## src/rtl/mult_accum.sv

```systemverilog
// mult_accum: accumulation back end for the 32x32 Multiplier.
// Sums a programmable-length burst of unsigned products into a wide
// accumulator and presents the total on a valid/ready handshake.
//
// Ports:
//   clk        - single clock, all state changes on its rising edge
//   reset      - synchronous active-high reset
//   prod       - unsigned product from the multiplier (PROD_W bits)
//   valid      - prod is valid this cycle (no back-pressure upstream)
//   burst_len  - products per burst, 0 means 2^LEN_W; sampled on first product
//   acc_clear  - synchronous abort/clear of the current burst
//   acc_out    - accumulated sum (ACC_W bits)
//   acc_valid  - acc_out holds a completed burst
//   acc_ready  - consumer accepts acc_out
//   ovf        - sticky carry-out of the accumulator within the burst
//   lost       - sticky: a product arrived while a result was pending
//   busy       - a burst is in progress (collecting or waiting for handshake)
module mult_accum #(
  parameter int PROD_W = 64,
  parameter int ACC_W  = 72,  // must be >= PROD_W
  parameter int LEN_W  = 8
) (
  input  logic              clk,
  input  logic              reset,
  input  logic [PROD_W-1:0] prod,
  input  logic              valid,
  input  logic [LEN_W-1:0]  burst_len,
  input  logic              acc_clear,
  output logic [ACC_W-1:0]  acc_out,
  output logic              acc_valid,
  input  logic              acc_ready,
  output logic              ovf,
  output logic              lost,
  output logic              busy
);

  typedef enum logic [1:0] {
    IDLE  = 2'd0,
    ACCUM = 2'd1,
    DONE  = 2'd2
  } state_t;

  state_t             state_r, state_nxt_s;
  logic [ACC_W-1:0]   acc_r, acc_nxt_s;
  logic [LEN_W-1:0]   rem_r, rem_nxt_s;
  logic               ovf_r, ovf_nxt_s;
  logic               lost_r, lost_nxt_s;
  logic               acc_valid_r;
  logic               busy_r;
  // One extra bit on top of the accumulator captures the carry-out.
  logic [ACC_W:0]     sum_s;

  // Next-state, next-accumulator and sticky-flag logic.
  always_comb begin
    state_nxt_s = state_r;
    acc_nxt_s   = acc_r;
    rem_nxt_s   = rem_r;
    ovf_nxt_s   = ovf_r;
    lost_nxt_s  = lost_r;
    sum_s       = {1'b0, acc_r} + (ACC_W+1)'(prod);

    if (acc_clear) begin
      // Abort wins over everything except reset; a coincident valid is
      // simply discarded and does not count as lost.
      state_nxt_s = IDLE;
      acc_nxt_s   = '0;
      rem_nxt_s   = '0;
      ovf_nxt_s   = 1'b0;
      lost_nxt_s  = 1'b0;
    end else begin
      case (state_r)
        IDLE: begin
          if (valid) begin
            acc_nxt_s = ACC_W'(prod);
            ovf_nxt_s = 1'b0;
            // burst_len==0 wraps to all-ones, giving 2^LEN_W products.
            rem_nxt_s = burst_len - LEN_W'(1);
            if (burst_len == LEN_W'(1)) begin
              state_nxt_s = DONE;
            end else begin
              state_nxt_s = ACCUM;
            end
          end else begin
            state_nxt_s = IDLE;
          end
        end
        ACCUM: begin
          if (valid) begin
            acc_nxt_s = sum_s[ACC_W-1:0];
            ovf_nxt_s = ovf_r | sum_s[ACC_W];
            if (rem_r == LEN_W'(1)) begin
              state_nxt_s = DONE;
            end else begin
              rem_nxt_s = rem_r - LEN_W'(1);
            end
          end else begin
            state_nxt_s = ACCUM;
          end
        end
        DONE: begin
          // The result is frozen; anything arriving now is dropped.
          if (valid) begin
            lost_nxt_s = 1'b1;
          end else begin
            lost_nxt_s = lost_r;
          end
          if (acc_ready) begin
            state_nxt_s = IDLE;
          end else begin
            state_nxt_s = DONE;
          end
        end
        default: begin
          state_nxt_s = IDLE;
        end
      endcase
    end
  end

  // State and output registers; status flags are decoded from the next
  // state so that they are registered alongside acc_out and ovf.
  always_ff @(posedge clk) begin
    if (reset) begin
      state_r     <= IDLE;
      acc_r       <= '0;
      rem_r       <= '0;
      ovf_r       <= 1'b0;
      lost_r      <= 1'b0;
      acc_valid_r <= 1'b0;
      busy_r      <= 1'b0;
    end else begin
      state_r     <= state_nxt_s;
      acc_r       <= acc_nxt_s;
      rem_r       <= rem_nxt_s;
      ovf_r       <= ovf_nxt_s;
      lost_r      <= lost_nxt_s;
      acc_valid_r <= (state_nxt_s == DONE);
      busy_r      <= (state_nxt_s != IDLE);
    end
  end

  assign acc_out   = acc_r;
  assign acc_valid = acc_valid_r;
  assign ovf       = ovf_r;
  assign lost      = lost_r;
  assign busy      = busy_r;

endmodule

```

## config.mk

```make
export PLATFORM = sky130hd
export DESIGN_NAME = mult_accum
export DESIGN_NICKNAME = d
export VERILOG_FILES = /design/src/rtl/mult_accum.sv
export SDC_FILE = /design/constraint.sdc
export NUM_CORES = 1
export LEC_CHECK = 0
export ABC_AREA = 1
export CAP_MARGIN = 20
export CORE_MARGIN = 3
export CORE_UTILIZATION = 35
export CTS_CLUSTER_DIAMETER = 100
export CTS_CLUSTER_SIZE = 12
export DETAILED_ROUTE_END_ITERATION = 10
export GPL_TIMING_DRIVEN = 0
export PLACE_DENSITY = 0.67
export SYNTH_ARGS = -nofsm -noshare
export SYNTH_HDL_FRONTEND = slang
export SYNTH_SLANG_ARGS = --single-unit
```

## constraint.sdc

```tcl
create_clock -name clk -period 3.6 [get_ports clk]
set_input_delay 0.36 -clock clk [delete_from_list [all_inputs] [get_ports clk]]
set_output_delay 0.36 -clock clk [all_outputs]
set_load 0.02 [all_outputs]
```

After elaboration in Yosys (flattened, before gate mapping)

Cells that the tools add are included.

Flip-flop bits (word level): 86
Input bits: 77
Word-level logic and storage cells: 43

Add/sub/neg operators: 3
Equal/unequal tests: 8
Mux-type cells: 17
Bitwise gates (word level): 1
Reductions and logical operators: 7

Operator list:

| cell                                                 | number |
|---|---|
| 2-to-1 mux 72 bit                                    | 2 |
| one-hot mux 72 bit (2 select lines)                  | 1 |
| adder 72 x 64 -> 73 bit                              | 1 |
| 2-to-1 mux 8 bit                                     | 3 |
| equality test 8 x 1 -> 1 bit (second input constant) | 2 |
| one-hot mux 8 bit (2 select lines)                   | 1 |
| subtractor 8 x 1 -> 8 bit (second input constant)    | 2 |
| 2-to-1 mux 2 bit                                     | 6 |
| inequality test 2 bit (second input constant)        | 3 |
| one-hot mux 2 bit (3 select lines)                   | 1 |
| equality test 2 bit (second input constant)          | 2 |
| AND reduction 4 bit                                  | 1 |
| nonzero test 2 bit                                   | 2 |
| AND reduction 3 bit                                  | 1 |
| equality test 2 x 1 -> 1 bit (second input constant) | 1 |
| zero test 2 bit                                      | 1 |
| 2-to-1 mux 1 bit                                     | 2 |
| one-hot mux 1 bit (2 select lines)                   | 1 |
| AND reduction 2 bit                                  | 1 |
| OR reduction 2 bit                                   | 1 |
| bitwise OR 1 bit                                     | 1 |

Depth between registers and ports, before layout

Depth after elaboration: 6
Depth in mapped cells: 17
Gate-level depth less buffers: 17

Worst setup path after synthesis

OpenSTA, ideal clock, no wires.

Path type: register to register
Start: register acc_r[0], in the netlist acc_out[0]
End: register acc_r[68], in the netlist acc_out[68]
Setup time: 0.123 ns
Arrival time: 1.949 ns
Required time: 3.477 ns
Slack: 1.529 ns
Cell stages (with the launch flop): 15
Buffers on the path: 0
Period minus slack after synthesis: 2.071 ns
Cells stage by stage: dfxtp_1 > ha_1 > inv_1 > fa_1 > nor2_1 > or2_2 > nand3_1 > nand3_1 > nand2_1 > nand2_1 > nand2_1 > nand2_1 > nand2_1 > nand2_1 > a21oi_1

Longest elaborated chain between the ends: 3

Ends and longest elaborated chain:

| element                             | line | text |
|---|---|---|
| from (decl)                         | 44   | `logic [ACC_W-1:0] acc_r, acc_nxt_s;` |
| from (signal assigned)              | 133  | `acc_r <= acc_nxt_s;` |
| adder 72 x 64 -> 73 bit             | 60   | `sum_s = {1'b0, acc_r} + (ACC_W+1)'(prod);` |
| 2-to-1 mux 72 bit                   | 88   | `if (valid) begin` |
| one-hot mux 72 bit (2 select lines) | 71   | `case (state_r)` |

No other way between the ends. The select of a mux whose other input is x is not followed.
A chain may end at the register's enable or synchronous reset.

Worst setup path after layout

Start: input prod[63]
End: register acc_r[65], in the netlist acc_out[65]

Longest elaborated chain between the ends: 3

Ends and longest elaborated chain:

| element                             | line | text |
|---|---|---|
| from (decl)                         | 25   | `input logic [PROD_W-1:0] prod,` |
| adder 72 x 64 -> 73 bit             | 60   |  |
| 2-to-1 mux 72 bit                   | 88   |  |
| one-hot mux 72 bit (2 select lines) | 71   |  |

No other way between the ends. The select of a mux whose other input is x is not followed.

==> out/metrics.json <==
{
  "worst-path-buf-inv": 1,
  "share_of_layout_cells_above_drive_strength_1_pct": 3.94,
  "combinational_family_with_the_most_area_after_synthesis": "simple AND/OR/NAND/NOR gates",
  "post-route-min-period_ps": 2800,
  "path_cells": "clkdlybuf4s50_1 > ha_1 > nand2_1 > nor4_1 > nand2_1 > a21oi_1 > nor2_1 > nand2_1 > nand2_1 > nand2_1 > a21oi_1",
  "cts_tree": "done",
  "final_hold_fails": 0,
  "setup.worst_path.end_class": "flip-flop",
  "synth.yosys.seq_area_share_pct": 16.6,
  "first_pass_iters": 5,
  "critical_path_required_ps": 3830,
  "criticalPathCategory": "in -> reg",
  "rows": 62,
  "area_of_placed_instances_sq_mm": 0.0124,
  "cts_buffer_depth": 2,
  "design.final.nets": 2324,
  "post-route-drc-count": 0,
  "global_route_wire_length_before_repair_um": 62400,
  "post_synth_xor_area_fraction_pct": 2.19,
  "clkTransAtPathRegs_ps": 70,
  "totalNegativeSetupSlack_ps": 0,
  "cellLeakagePower_nw": 6.72,
  "maximum_number_of_pins_on_one_net_before_global_route_repair": 15,
  "rrSetupSlack_ps": 950,
  "reg2reg_to": "acc_out[65]",
  "viasPerCell": 4.73,
  "maxCapViolations": 0,
  "count_of_flip_flops_with_a_built_in_enable_after_synthesis": 0,
  "synth_fa_ha_area_share_pct": 8.38,
  "floorplan.initialDensity_pct": 35.8,
  "postCtsHoldBufs": 0,
  "syn_to_final_growth_pct": 22.2,
  "placement.io_buffers": 152,
  "power.density_mw_per_mm2": 242,
  "fin_crit_sh_pct": 77.7,
  "fin_total_pwr_w": 0.00308,
  "worstHoldStart": "lost",
  "synth_seq_cells": 86,
  "tritoncts.num_buffers": 9,
  "vdd_drop_max_uv": 189,
  "layout.cells.most_common": "sky130_fd_sc_hd__nand2_1",
  "ys_warns": 0,
  "leading_cell_types_in_the_layout_fill_and_taps_excluded": "748 x sky130_fd_sc_hd__nand2_1, 396 x sky130_fd_sc_hd__inv_1, 252 x sky130_fd_sc_hd__nor2_1, 152 x sky130_fd_sc_hd__clkdlybuf4s50_1, 132 x sky130_fd_sc_hd__a21oi_1",
  "met1_length_um": 19500,
  "layout.filler_cells": 3356,
  "grt_setup_unrepaired": "false",
  "initialDrtViolationCount": 973,
  "cpPeakStageDelay_ps": 710,
  "slew-limit-headroom_pct": 29.6,
  "via_count_of_the_first_global_routing_pass": 11525,
  "syn_inst": 2015,
  "synth.area.top_cells": "sky130_fd_sc_hd__nand2_1 27%, sky130_fd_sc_hd__dfxtp_1 17%, sky130_fd_sc_hd__inv_1 14%",
  "clock_latency_ps": 360,
  "worst_slew_pin_slew_ps": 1060,
  "worst_hold_path.num_cells": 1,
  "final_max_slew_viol_count": 0,
  "crit_path_top_delay_cell": "sky130_fd_sc_hd__nor4_1",
  "cp_common_cell": "sky130_fd_sc_hd__nand2_1",
  "postRouteAntennaNets": 0,
  "wl_per_cell_um": 15.8,
  "yosys.area_share.simple_pct": 45.4,
  "post_cts_resize_count": 0,
  "global_route.usage.total_pct": 25.4,
  "critPathTopFamily": "simple AND/OR/NAND/NOR gates",
  "dieArea_sq_mm": 0.0318,
  "crit_path_max_fanout": 5,
  "reg2regPathDepth": 10,
  "postSynth.topFlopCell": "sky130_fd_sc_hd__dfxtp_1",
  "grt.overflow.total": 0,
  "holdCritPathClass": "reg -> reg",
  "buffer_cell_driving_the_clock_tree_root": "sky130_fd_sc_hd__clkbuf_16",
  "share_of_the_synthesized_area_in_compound_gates_ao_oa_aoi_oai_pct": 11.1,
  "dp_hpwl_um": 34300,
  "num_vias": 12149,
  "die-width_um": 178,
  "startpoint_type": "primary input",
  "met3_wirelength_um": 2310,
  "run_status": "completed",
  "clock_sinks": 86,
  "netlist_area_sq_mm": 0.0104,
  "placeableCoreArea_sq_mm": 0.0290,
  "floorplan_die_height_um": 178,
  "crit-reg2reg-launch": "acc_out[63]",
  "synth.lib_cells_used.distinct": 46,
  "syn_nets": 2161,
  "max_freq_mhz": 357,
  "ios": 153,
  "syn-mean-instance-area_sq_um": 5.16,
  "async_flop_share_pct": 0,
  "cts_setup_buffers": 0,
  "finalSetupViolations": 0,
  "timing.clock.skew_ps": 12.7,
  "post-synth-top-area-cell": "sky130_fd_sc_hd__nand2_1",
  "met2RoutedLength_um": 17300,
  "antenna-diode-count": 0,
  "min_delay_worst_endpoint": "lost",
  "post_synth_mux_area_share_pct": 0,
  "wl_final_um": 40500,
  "cts.htree.levels": 3,
  "grt_antenna_before_repair": 0,
  "finish.instance_area_sq_mm": 0.0127,
  "synth_top_cell_area_share_pct": 27.0,
  "place_congestion": 0.995,
  "route.top_layer_used": "met4",
  "timing.critical_path.arrival_ps": 3030
}
## how the worst max path moves through the flow
stage	startpoint	to	slack (ps)	cells after the start
3_5_place_dp	prod[63]	acc_out[65]	540	11
6_report	prod[63]	acc_out[65]	800	11
3_3_place_gp	reset	acc_out[49]	550	6
2_1_floorplan	acc_out[0]	acc_out[68]	1530	14
4_1_cts	prod[63]	acc_out[65]	900	11
5_1_grt	prod[0]	acc_out[60]	680	15
## layout make-up
class	instances	area, sq um	share of cell area, %
plain buffers	37	145	1.14
flip-flops and latches	86	1720	13.5
clock buffers	12	256	2.02
multi-input cells	1477	6970	54.9
clock inverters	4	52.6	0.414
well taps	384	480	3.78
inverters	415	1560	12.3
repair buffers	152	1520	12.0
## state kept, by name, summed over array words and instances, names as in the netlist
signal and flops:
acc_out 72, rem_r 8, state_r 2, acc_valid 1, busy 1, lost 1
ovf 1
## logic make-up after synthesis
group | after synthesis
and+or+nand+nor | 1168
buffers and inverters | 452
AOI/OAI and AO/OA | 214
DFF | 86
adders and majority gates | 69
xor gates and xnor gates | 26
## metal layers
layer	up-vias	GRT usage [%]
met5	-	0
met4	0	8.83
met3	54	4.09
met2	341	40.4
met1	5340	34.6
li1	6414	-
## cells in the mapped netlist (16+ instances only)
master	n
sky130_fd_sc_hd__a21oi_1	132
sky130_fd_sc_hd__o21ai_0	51
sky130_fd_sc_hd__nand3_1	88
sky130_fd_sc_hd__xor2_1	24
sky130_fd_sc_hd__inv_2	17
sky130_fd_sc_hd__nor3_1	24
sky130_fd_sc_hd__nor2_2	16
sky130_fd_sc_hd__nand2_1	748
sky130_fd_sc_hd__dfxtp_1	86
sky130_fd_sc_hd__nand2_2	17
sky130_fd_sc_hd__clkbuf_1	31
sky130_fd_sc_hd__nor2_1	252
sky130_fd_sc_hd__inv_1	396
sky130_fd_sc_hd__ha_1	68
## per-stage QoR
step | setup slack, ps | std cells | hold slack (ps) | util, %
after global placement | 547 | 2551 | 467 | 42.7
final | 801 | 2567 | 473 | 43.8
after global routing | 678 | 2567 | 501 | 43.8
after detailed placement | 543 | 2551 | 460 | 42.7
after CTS | 900 | 2567 | 479 | 43.8
after floorplan | 1530 | 2015 | 432 | -
## worst register-to-register path: stages, from the launching register on
cell and delay, ps:
sky130_fd_sc_hd__dfxtp_1 350, sky130_fd_sc_hd__ha_1 390, sky130_fd_sc_hd__nand2_1 140, sky130_fd_sc_hd__nor4_1 710, sky130_fd_sc_hd__nand2_1 220, sky130_fd_sc_hd__a21oi_1 280
sky130_fd_sc_hd__nor2_1 110, sky130_fd_sc_hd__nand2_1 120, sky130_fd_sc_hd__nand2_1 60, sky130_fd_sc_hd__nand2_1 80, sky130_fd_sc_hd__a21oi_1 60
## where the power goes
| group | internal, W | switching (W) | total, W |
|---|---|---|---|
| sequential | 0.000985 | 0.0000307 | 0.00102 |
| combinational | 0.000367 | 0.000657 | 0.00102 |
| clock | 0.000582 | 0.000453 | 0.00104 |
| total | 0.00193 | 0.00114 | 0.00308 |
(Power assumes the default switching activity.)
